## src/rtl/led_pwm_bank_if.sv

```systemverilog
// Write bus between the soft-processor GPO/IO block and led_pwm_bank.
//   master: drives wr_en / wr_addr / wr_mode / wr_duty and receives wr_ack / wr_err.
//   slave : the LED bank. wr_ack pulses once per wr_en. wr_err pulses with wr_ack
//           when the address names a channel that does not exist.
interface led_pwm_bank_if #(
    parameter int ADDR_W = 4,
    parameter int DUTY_W = 8
);
    logic              wr_en;
    logic [ADDR_W-1:0] wr_addr;
    logic [1:0]        wr_mode;
    logic [DUTY_W-1:0] wr_duty;
    logic              wr_ack;
    logic              wr_err;

    modport master (
        output wr_en, wr_addr, wr_mode, wr_duty,
        input  wr_ack, wr_err
    );

    modport slave (
        input  wr_en, wr_addr, wr_mode, wr_duty,
        output wr_ack, wr_err
    );
endinterface

```

## src/rtl/led_pwm_bank.sv

```systemverilog
// led_pwm_bank: CHANNELS independent LED drivers, each one OFF, ON, PWM-dimmed or blinking.
//
// Ports
//   clk    system clock (50 MHz)
//   rst_n  asynchronous active-low reset; clears every register, including a pending ack
//   bus    write port (slave modport of led_pwm_bank_if): wr_en/wr_addr/wr_mode/wr_duty in,
//          wr_ack/wr_err out, both registered one cycle after wr_en
//   led    registered active-high LED drive, one bit per channel
//
// Build option
//   LED_SHADOW_EN  defined  : writes land in shadow registers, and all channels copy their
//                             shadow settings to the active ones together at the PWM period
//                             boundary (wrap). Updates are then glitch-free.
//                  undefined: writes go straight to the active registers.
//
// Timing chain: a prescaler produces tick every PRESCALE clocks. The DUTY_W-bit PWM
// counter advances on tick. wrap is the tick that takes the counter from all-ones to 0.
module led_pwm_bank #(
    parameter int CHANNELS = 8,
    parameter int ADDR_W   = 4,
    parameter int DUTY_W   = 8,
    parameter int PRESCALE = 195
) (
    input  logic                clk,
    input  logic                rst_n,
    led_pwm_bank_if.slave       bus,
    output logic [CHANNELS-1:0] led
);

    localparam int PRESC_W = (PRESCALE > 1) ? $clog2(PRESCALE) : 1;
    localparam logic [PRESC_W-1:0] PRESC_LAST = PRESC_W'(PRESCALE - 1);

    typedef enum logic [1:0] {
        MODE_OFF   = 2'b00,
        MODE_ON    = 2'b01,
        MODE_PWM   = 2'b10,
        MODE_BLINK = 2'b11
    } mode_e;

    logic [PRESC_W-1:0]  presc_q, presc_d;
    logic [DUTY_W-1:0]   pwm_cnt_q, pwm_cnt_d;
    logic                ack_q, ack_d;
    logic                err_q, err_d;
    logic [CHANNELS-1:0] led_q, led_d;
    logic [CHANNELS-1:0] blink_st_q, blink_st_d;
    mode_e               act_mode_q [CHANNELS];
    mode_e               act_mode_d [CHANNELS];
    logic [DUTY_W-1:0]   act_duty_q [CHANNELS];
    logic [DUTY_W-1:0]   act_duty_d [CHANNELS];
    logic [DUTY_W-1:0]   blink_cnt_q [CHANNELS];
    logic [DUTY_W-1:0]   blink_cnt_d [CHANNELS];
`ifdef LED_SHADOW_EN
    mode_e               shd_mode_q [CHANNELS];
    mode_e               shd_mode_d [CHANNELS];
    logic [DUTY_W-1:0]   shd_duty_q [CHANNELS];
    logic [DUTY_W-1:0]   shd_duty_d [CHANNELS];
`endif

    logic tick;
    logic wrap;
    logic addr_ok;
    logic wr_sel;

    always_comb begin
        tick      = (presc_q == PRESC_LAST);
        wrap      = tick && (&pwm_cnt_q);
        presc_d   = tick ? '0 : presc_q + PRESC_W'(1);
        pwm_cnt_d = tick ? pwm_cnt_q + DUTY_W'(1) : pwm_cnt_q;

        // Extra bit keeps the compare exact when CHANNELS == 2**ADDR_W.
        addr_ok = ({1'b0, bus.wr_addr} < (ADDR_W + 1)'(CHANNELS));
        ack_d   = bus.wr_en;
        err_d   = bus.wr_en && !addr_ok;

        wr_sel     = 1'b0;
        led_d      = '0;
        blink_st_d = blink_st_q;

        for (int i = 0; i < CHANNELS; i++) begin
            wr_sel = bus.wr_en && addr_ok && (bus.wr_addr == ADDR_W'(i));

            act_mode_d[i]  = act_mode_q[i];
            act_duty_d[i]  = act_duty_q[i];
            blink_cnt_d[i] = blink_cnt_q[i];
`ifdef LED_SHADOW_EN
            // A write landing on the wrap edge is not visible here yet, so it waits
            // for the following boundary.
            shd_mode_d[i] = wr_sel ? mode_e'(bus.wr_mode) : shd_mode_q[i];
            shd_duty_d[i] = wr_sel ? bus.wr_duty : shd_duty_q[i];
            if (wrap) begin
                act_mode_d[i] = shd_mode_q[i];
                act_duty_d[i] = shd_duty_q[i];
            end
`else
            if (wr_sel) begin
                act_mode_d[i] = mode_e'(bus.wr_mode);
                act_duty_d[i] = bus.wr_duty;
            end
`endif

            // Half-period counting uses the setting in force before this edge.
            if (wrap && act_mode_q[i] == MODE_BLINK) begin
                if (blink_cnt_q[i] == act_duty_q[i]) begin
                    blink_cnt_d[i] = '0;
                    blink_st_d[i]  = ~blink_st_q[i];
                end else begin
                    blink_cnt_d[i] = blink_cnt_q[i] + DUTY_W'(1);
                end
            end

            // Fresh entry into BLINK always starts with a dark half-period.
            if (act_mode_d[i] == MODE_BLINK && act_mode_q[i] != MODE_BLINK) begin
                blink_cnt_d[i] = '0;
                blink_st_d[i]  = 1'b0;
            end

            case (act_mode_q[i])
                MODE_OFF:   led_d[i] = 1'b0;
                MODE_ON:    led_d[i] = 1'b1;
                MODE_PWM:   led_d[i] = (pwm_cnt_q < act_duty_q[i]);
                MODE_BLINK: led_d[i] = blink_st_q[i];
                default:    led_d[i] = 1'b0;
            endcase
        end
    end

    always_ff @(posedge clk or negedge rst_n) begin
        if (!rst_n) begin
            presc_q    <= '0;
            pwm_cnt_q  <= '0;
            ack_q      <= 1'b0;
            err_q      <= 1'b0;
            led_q      <= '0;
            blink_st_q <= '0;
            for (int i = 0; i < CHANNELS; i++) begin
                act_mode_q[i]  <= MODE_OFF;
                act_duty_q[i]  <= '0;
                blink_cnt_q[i] <= '0;
`ifdef LED_SHADOW_EN
                shd_mode_q[i]  <= MODE_OFF;
                shd_duty_q[i]  <= '0;
`endif
            end
        end else begin
            presc_q    <= presc_d;
            pwm_cnt_q  <= pwm_cnt_d;
            ack_q      <= ack_d;
            err_q      <= err_d;
            led_q      <= led_d;
            blink_st_q <= blink_st_d;
            for (int i = 0; i < CHANNELS; i++) begin
                act_mode_q[i]  <= act_mode_d[i];
                act_duty_q[i]  <= act_duty_d[i];
                blink_cnt_q[i] <= blink_cnt_d[i];
`ifdef LED_SHADOW_EN
                shd_mode_q[i]  <= shd_mode_d[i];
                shd_duty_q[i]  <= shd_duty_d[i];
`endif
            end
        end
    end

    assign bus.wr_ack = ack_q;
    assign bus.wr_err = err_q;
    assign led        = led_q;

endmodule
```

## src/flat_wrapper.sv

```systemverilog
// flat-port wrapper written by rule: the top's interface ports become plain ports
module led_pwm_bank_flat 
#(
    parameter int CHANNELS = 8,
    parameter int ADDR_W   = 4,
    parameter int DUTY_W   = 8,
    parameter int PRESCALE = 195
)
  (clk, rst_n, led, bus_wr_en, bus_wr_addr, bus_wr_mode, bus_wr_duty, bus_wr_ack, bus_wr_err);
  led_pwm_bank_if #(.ADDR_W(ADDR_W), .DUTY_W(DUTY_W)) bus_i ();
  input  logic clk;
  input  logic rst_n;
  output logic [CHANNELS-1:0] led;
  input wire logic [$bits(bus_i.wr_en)-1:0] bus_wr_en;
  input wire logic [$bits(bus_i.wr_addr)-1:0] bus_wr_addr;
  input wire logic [$bits(bus_i.wr_mode)-1:0] bus_wr_mode;
  input wire logic [$bits(bus_i.wr_duty)-1:0] bus_wr_duty;
  output wire logic [$bits(bus_i.wr_ack)-1:0] bus_wr_ack;
  output wire logic [$bits(bus_i.wr_err)-1:0] bus_wr_err;
  assign bus_i.wr_en = bus_wr_en;
  assign bus_i.wr_addr = bus_wr_addr;
  assign bus_i.wr_mode = bus_wr_mode;
  assign bus_i.wr_duty = bus_wr_duty;
  assign bus_wr_ack = bus_i.wr_ack;
  assign bus_wr_err = bus_i.wr_err;
  led_pwm_bank #(.CHANNELS(CHANNELS), .ADDR_W(ADDR_W), .DUTY_W(DUTY_W), .PRESCALE(PRESCALE)) u_core (.clk(clk), .rst_n(rst_n), .bus(bus_i), .led(led));
endmodule
```

## config.mk

```make
export PLATFORM = sky130hd
export DESIGN_NAME = led_pwm_bank_flat
export DESIGN_NICKNAME = d
export VERILOG_FILES = /design/src/rtl/led_pwm_bank_if.sv /design/src/rtl/led_pwm_bank.sv /design/src/flat_wrapper.sv
export SDC_FILE = /design/constraint.sdc
export NUM_CORES = 1
export LEC_CHECK = 0
export CORE_AREA = 2 2 163 165
export CTS_BUF_LIST = sky130_fd_sc_hd__clkbuf_4 sky130_fd_sc_hd__clkbuf_8
export CTS_CLUSTER_DIAMETER = 80
export DETAILED_ROUTE_END_ITERATION = 10
export DIE_AREA = 0 0 165 167
export PLACE_DENSITY = 0.55
export SKIP_CTS_REPAIR_TIMING = 1
export SLEW_MARGIN = 20
export SYNTH_ARGS = -nofsm -noshare
export SYNTH_HDL_FRONTEND = slang
export SYNTH_SLANG_ARGS = --single-unit
export TNS_END_PERCENT = 30
```

## constraint.sdc

```tcl
create_clock -name clk -period 2.3 [get_ports clk]
set_input_delay 0.46 -clock clk [delete_from_list [all_inputs] [get_ports clk]]
set_output_delay 0.46 -clock clk [all_outputs]
set_load 0.05 [all_outputs]
```

==> results_dict.tcl, run 1 <==
set metrics [dict create \
    status "finished, violations left" \
    failed_checks "negative setup slack" \
    yosysUniqueCellTypes 53 \
    finalHoldViolCount 0 \
    start_kind "flop" \
    synth_edf_count 0 \
    die_h_um 167 \
    yosys-top-cells-area "dfrtp_1, ha_1, mux2_2, xnor2_1, o21ai_0" \
    firstDrtPassIters 5 \
    grtUsageTotal 0.213 \
    ant_nets 0 \
    antenna_found_initial 4 \
    vdd_drop_max_mv 0.377 \
    period_needed_ns 2.37 \
    place_area_sq_um 11600 \
    h-tree-depth 4 \
    hp-class "flop to flop" \
    critPathRequiredTime_ns 2.67 \
    yosysWarnings 0 \
    reg2regPathDepth 6 \
    maxCapViolCount 0 \
    synth-main-ff-cell "dfrtp_1" \
    hp-start "u_core.blink_st_q[1]" \
    netlist_area_sq_um 10200 \
    dp.final_hpwl_um 19700 \
    syn_inst 1028 \
    yosys-top-cells-count "dfrtp_1, nand2_1, inv_1" \
    ys_seq_area_frac 0.436 \
    r2r-end "u_core.blink_cnt_q[29]" \
    powerDensity_nw_per_um2 685 \
    end_kind "flop" \
    async_reset_ff_frac 1.00 \
    drive_above_1_share 0.194 \
    cts-root-buf "clkbuf_8" \
    diodes 0 \
    report.power.total_w 0.00846 \
    grt_pass1_wl_um 44600 \
    place_congestion 0.838 \
    synth.avg_cell_area_sq_um 9.94 \
    yosysMostFrequentCell "dfrtp_1" \
    wl_per_cell_um 19.0 \
    num_rows 59 \
    synth_nets 1112 \
    port_buffers 26 \
    crit_arrival_ns 2.74 \
    synth.largest_area_cell "dfrtp_1" \
    path_class "flop to flop" \
    clk_path_buf_depth 2 \
    grt_pass1_vias 8015 \
    drtIter0Drc 611 \
    min_to "u_core.blink_st_q[1]" \
    num_io_pins 27 \
    cts_tree "built" \
    grt_max_degree 61 \
    final_area_sq_um 12300 \
    drv_slew 0 \
    final_nets 1242 \
    path_clk_slew_ns 0.10 \
    start_util 0.397 \
    vias_per_cell 5.46 \
    die-area_sq_um 27600 \
    layout_setup_ws_ns -0.0698 \
    worstPathMaxFanout 7 \
    cts_sinks 178 \
    clk_latency_ns 0.49 \
    p_leak_nw 5.65 \
    numCtsBuffers 17 \
    core_sq_um 25800 \
    die_w_um 165 \
    tightest_slew_ns 0.752 \
    clock.fmax_ghz 0.422 \
    rsz0062_at_grt "true" \
    rr_startpoint "u_core.presc_q[5]" \
    ys_ff_latch 178 \
    fin_hold_ws_ns 0.480 \
    grt_overflow 0 \
    setup_viol 27 \
    vias 8228 \
    synth_top_area_share 0.436 \
    wl_um 28700 \
    finalClockSkew_ns 0.0217 \
    relSlewSlack 0.497 \
    dpl_worst_slack_ns -0.0666 \
    holdPathStages 1 \
    r2r_slack_ns -0.07 \
    finalCritPeriodShare 1.03 \
    synthToLayoutAreaGrowth_pct 20.8 \
    drc 0 \
]
-- where the power goes --
part / switching [W] / internal, W / leakage (nW)
Clock: 0.00119 / 0.00112 / 0.207
Combinational: 0.00113 / 0.000922 / 3.28
Sequential: 0.000496 / 0.00361 / 2.17
Total: 0.00281 / 0.00565 / 5.65
-- worst max path at each step --
stage / slack (ns) / from / endpoint / depth (start not counted)
2_1_floorplan: 0.03 / u_core.presc_q[2] / u_core.blink_cnt_q[34] / 7
3_3_place_gp: -0.03 / u_core.presc_q[2] / u_core.blink_cnt_q[15] / 5
3_5_place_dp: -0.07 / bus_wr_en / u_core.blink_cnt_q[10] / 6
4_1_cts: -0.07 / u_core.presc_q[2] / u_core.blink_cnt_q[60] / 8
5_1_grt: -0.13 / u_core.presc_q[5] / u_core.blink_cnt_q[31] / 6
6_report: -0.07 / u_core.presc_q[5] / u_core.blink_cnt_q[29] / 6
-- layout by cell type (no fill, tap or decap), drive strengths merged, types with 5 or more instances in the layout --
cell and count:
a211oi 9, or3 8, inv 82, a21o 21
or2 5, nor4 16, dfrtp 178, ha 67
a22o 26, a21oi 7, clkbuf 24, xor2 22
and2 14, nand2 96, nor2b 17, and3 17
o22ai 6, a2111oi 8, nor3 11, o31ai 23
nand4 26, nor2 43, a31oi 10, o21ai 81
nand2b 20, xnor2 60, o311ai 8, clkdlybuf4s50 25
buf 103, nand3 33, o2111ai 9, mux2 51
-- worst max-delay path, stage by stage, from the launching register on --
cell     delay (ns)
dfrtp_1        0.39
or4b_4         0.56
or4_4          0.55
buf_12         0.18
o21ai_4        0.24
o31ai_2        0.12
a22o_1         0.23
-- cells by family after synthesis --
kind of cell | after synthesis | share of synthesized area
DFF | 178 | 0.436
buffers and inverters | 101 | 0.0381
xor gates and xnor gates | 82 | 0.0703
muxes | 55 | 0.0601
adders and majority gates | 67 | 0.0820
and+or+nand+nor | 320 | 0.164
AOI/OAI and AO/OA | 225 | 0.150
-- stage by stage --
| step | util | setup TNS (ns) | std cells |
|---|---|---|---|
| floorplan | - | 0 | 1028 |
| global placement | 0.451 | -0.244 | 1465 |
| detailed placement | 0.451 | -0.738 | 1465 |
| CTS | 0.467 | -1.13 | 1497 |
| global route | 0.479 | -3.30 | 1506 |
| finish | 0.479 | -0.866 | 1506 |
-- layer usage --
| metal | global-route usage | wire, um | share of wire |
|---|---|---|---|
| met1 | 0.301 | 13700 | 0.48 |
| met4 | 0.0556 | 444 | 0.015 |
| met2 | 0.334 | 13200 | 0.46 |
| met3 | 0.0403 | 1280 | 0.045 |
| met5 | 0 | 0 | 0 |
-- flip-flops by register name, indices dropped and copies added (netlist names), 8 cells and up --
signal	cells
u_core.act_mode_q	16
u_core.presc_q	8
u_core.pwm_cnt_q	8
u_core.act_duty_q	64
u_core.blink_cnt_q	64
u_core.blink_st_q	8
u_core.led	8
-- final cells by class --
| type | instances | area (sq um) |
|---|---|---|
| repair buffers | 130 | 1170 |
| flip-flops and latches | 178 | 4450 |
| well taps | 335 | 419 |
| clock inverters | 9 | 103 |
| multi-input cells | 749 | 5580 |
| clock buffers | 23 | 310 |
| inverters | 82 | 308 |
| fillers | 2445 | 13400 |
(Power assumes the default switching activity.)
==> run 2: changes to the inputs <==
--- a/config.mk
+++ b/config.mk
@@ -11,6 +11,7 @@
 export DETAILED_ROUTE_END_ITERATION = 10
 export DIE_AREA = 0 0 165 167
 export PLACE_DENSITY = 0.55
+export SETUP_SLACK_MARGIN = 0.05
 export SKIP_CTS_REPAIR_TIMING = 1
 export SLEW_MARGIN = 20
 export SYNTH_ARGS = -nofsm -noshare
==> run 2 against run 1 <==
Against the previous run: the run still ends with negative setup slack left; non-clock buffer count down 1; wire length down 2.2%; clock power up 9.1%; sequential cell count unchanged; hold slack better by 0.0066 ns; largest cell class unchanged.
==> results_dict.tcl, run 2 (same netlist as run 1, synthesis figures left out) <==
set metrics [dict create \
    status "finished, violations left" \
    failed_checks "negative setup slack" \
    utilization 0.475 \
    cpMaxStageDelayCell "or4_4" \
    power_frac_clock 0.290 \
    maxCapViolCount 0 \
    drive_above_1_share 0.185 \
    reg_top3 "u_core.act_duty_q: 64 flops, u_core.blink_cnt_q: 64 flops, u_core.act_mode_q: 16 flops" \
    grt_pass1_wl_um 44700 \
    period_needed_ns 2.36 \
    place_congestion 0.853 \
    path_clk_slew_ns 0.10 \
    cts_tree "built" \
    pwr-share-comb 0.237 \
    finalCritPeriodShare 1.02 \
    wl_um 28000 \
    vias_per_cell 5.44 \
    start_kind "flop" \
    hp-class "flop to flop" \
    final_nets 1242 \
    cts-root-buf "clkbuf_8" \
    p_leak_nw 5.65 \
    clk_latency_ns 0.48 \
    vias 8187 \
    dp.final_hpwl_um 19300 \
    relSlewSlack 0.546 \
    vdd_drop_max_mv 0.409 \
    port_buffers 26 \
    numCtsBuffers 17 \
    fill_cells 2443 \
    h-tree-depth 4 \
    tightest_slew_ns 0.679 \
    drc 0 \
    end_kind "flop" \
    wl_per_cell_um 18.6 \
    synthToLayoutAreaGrowth_pct 19.7 \
    grt_pass1_vias 7948 \
    grtUsageTotal 0.211 \
    grt_overflow 0 \
    power_switching_share 0.328 \
    drv_slew 0 \
    worstPathMaxFanout 6 \
    p_seq_frac 0.473 \
    setup_viol 12 \
    die_w_um 165 \
    core_sq_um 25800 \
    report.power.total_w 0.00866 \
    grt_max_degree 54 \
    critPathRequiredTime_ns 2.68 \
    tns_ns -0.194 \
    start_util 0.397 \
    die_h_um 167 \
    p_switching_w 0.00284 \
    final_cells 1506 \
    place_area_sq_um 11600 \
    path_class "flop to flop" \
    die-area_sq_um 27600 \
    final_area_sq_um 12200 \
    powerDensity_nw_per_um2 708 \
    cts_sinks 178 \
    num_io_pins 27 \
    num_rows 59 \
    firstDrtPassIters 5 \
    intPower_w 0.00582 \
    clk_path_buf_depth 2 \
    drtIter0Drc 573 \
    cp_slowest_stage_delay_ns 0.63 \
    crit_path_cell_trace "or4b_4 > or4_4 > o21ai_4 > o31ai_1 > a22o_1" \
    antenna_found_initial 1 \
    finalHoldViolCount 0 \
    clock.fmax_ghz 0.424 \
    layout_common_cells "dfrtp_1, buf_4, nand2_1" \
    diodes 0 \
    dp_cells 1468 \
    rsz0062_at_grt "true" \
    final_common_cell "dfrtp_1" \
    finalClockSkew_ns 0.0155 \
    ant_nets 0 \
    crit_arrival_ns 2.73 \
    layout_setup_ws_ns -0.0572 \
]
## run 2: cell types whose count changed in the layout (fill, tap and decap cells not counted), moves of 3 or more
cell and change:
o31ai_1 +5, buf_12 -3, clkinv_2 -4, buf_6 -8, clkinv_4 +4, o31ai_2 -5, o21ai_0 +5, buf_4 +10
## run 2: layout make-up
type / instances / area, sq um / area share
Timing Repair Buffer: 129 / 1090 / 0.0894
Tap cell: 335 / 419 / 0.0343
Inverter: 82 / 308 / 0.0252
Sequential cell: 178 / 4450 / 0.364
Multi-Input combinational cell: 750 / 5500 / 0.450
Clock inverter: 11 / 178 / 0.0145
Clock buffer: 21 / 283 / 0.0231
## run 2: worst paths after layout
path | startpoint | to | slack (ns) | depth (start not counted)
max reg2reg | u_core.presc_q[2] | u_core.blink_cnt_q[26] | -0.06 | 5
min reg2reg | u_core.blink_st_q[2] | u_core.blink_st_q[2] | 0.49 | 1
max | u_core.presc_q[2] | u_core.blink_cnt_q[26] | -0.06 | 5
min | u_core.blink_st_q[2] | u_core.blink_st_q[2] | 0.49 | 1
min in group asynchronous | rst_n | u_core.blink_cnt_q[11] | 0.52 | 2
max in group asynchronous | rst_n | u_core.act_duty_q[52] | 1.10 | 3
## run 2: power groups by stage
stage	registers [W]	logic, W	clock network (W)
CTS	0.00409	0.00204	0.00256
finish	0.00410	0.00206	0.00251
global route	0.00417	0.00230	0.00271
floorplan	0.00422	0.00124	0
detailed placement	0.00415	0.00202	0
global placement	0.00415	0.00201	0
## run 2: worst max-delay path: cells and delay by family, from the launching register on
family             cells  cell delay, ns
and+or+nand+nor        2            1.23
DFF                    1            0.38
AOI/OAI and AO/OA      3            0.64
## run 2: routing by layer
metal	part of all wire	up-vias	global-route usage
li1	-	3979	-
met1	0.49	4029	0.304
met2	0.46	163	0.339
met3	0.033	16	0.0311
met4	0.0086	0	0.0401
met5	0	-	0
## run 2: per-stage QoR
stage / hold slack [ns] / setup slack [ns]
after CTS: -0.0578 / -0.0254
final: 0.487 / -0.0572
after detailed placement: 0.460 / -0.0512
after floorplan: 0.164 / 0.0342
after global routing: 0.504 / -0.0945
after global placement: 0.461 / 0.0102
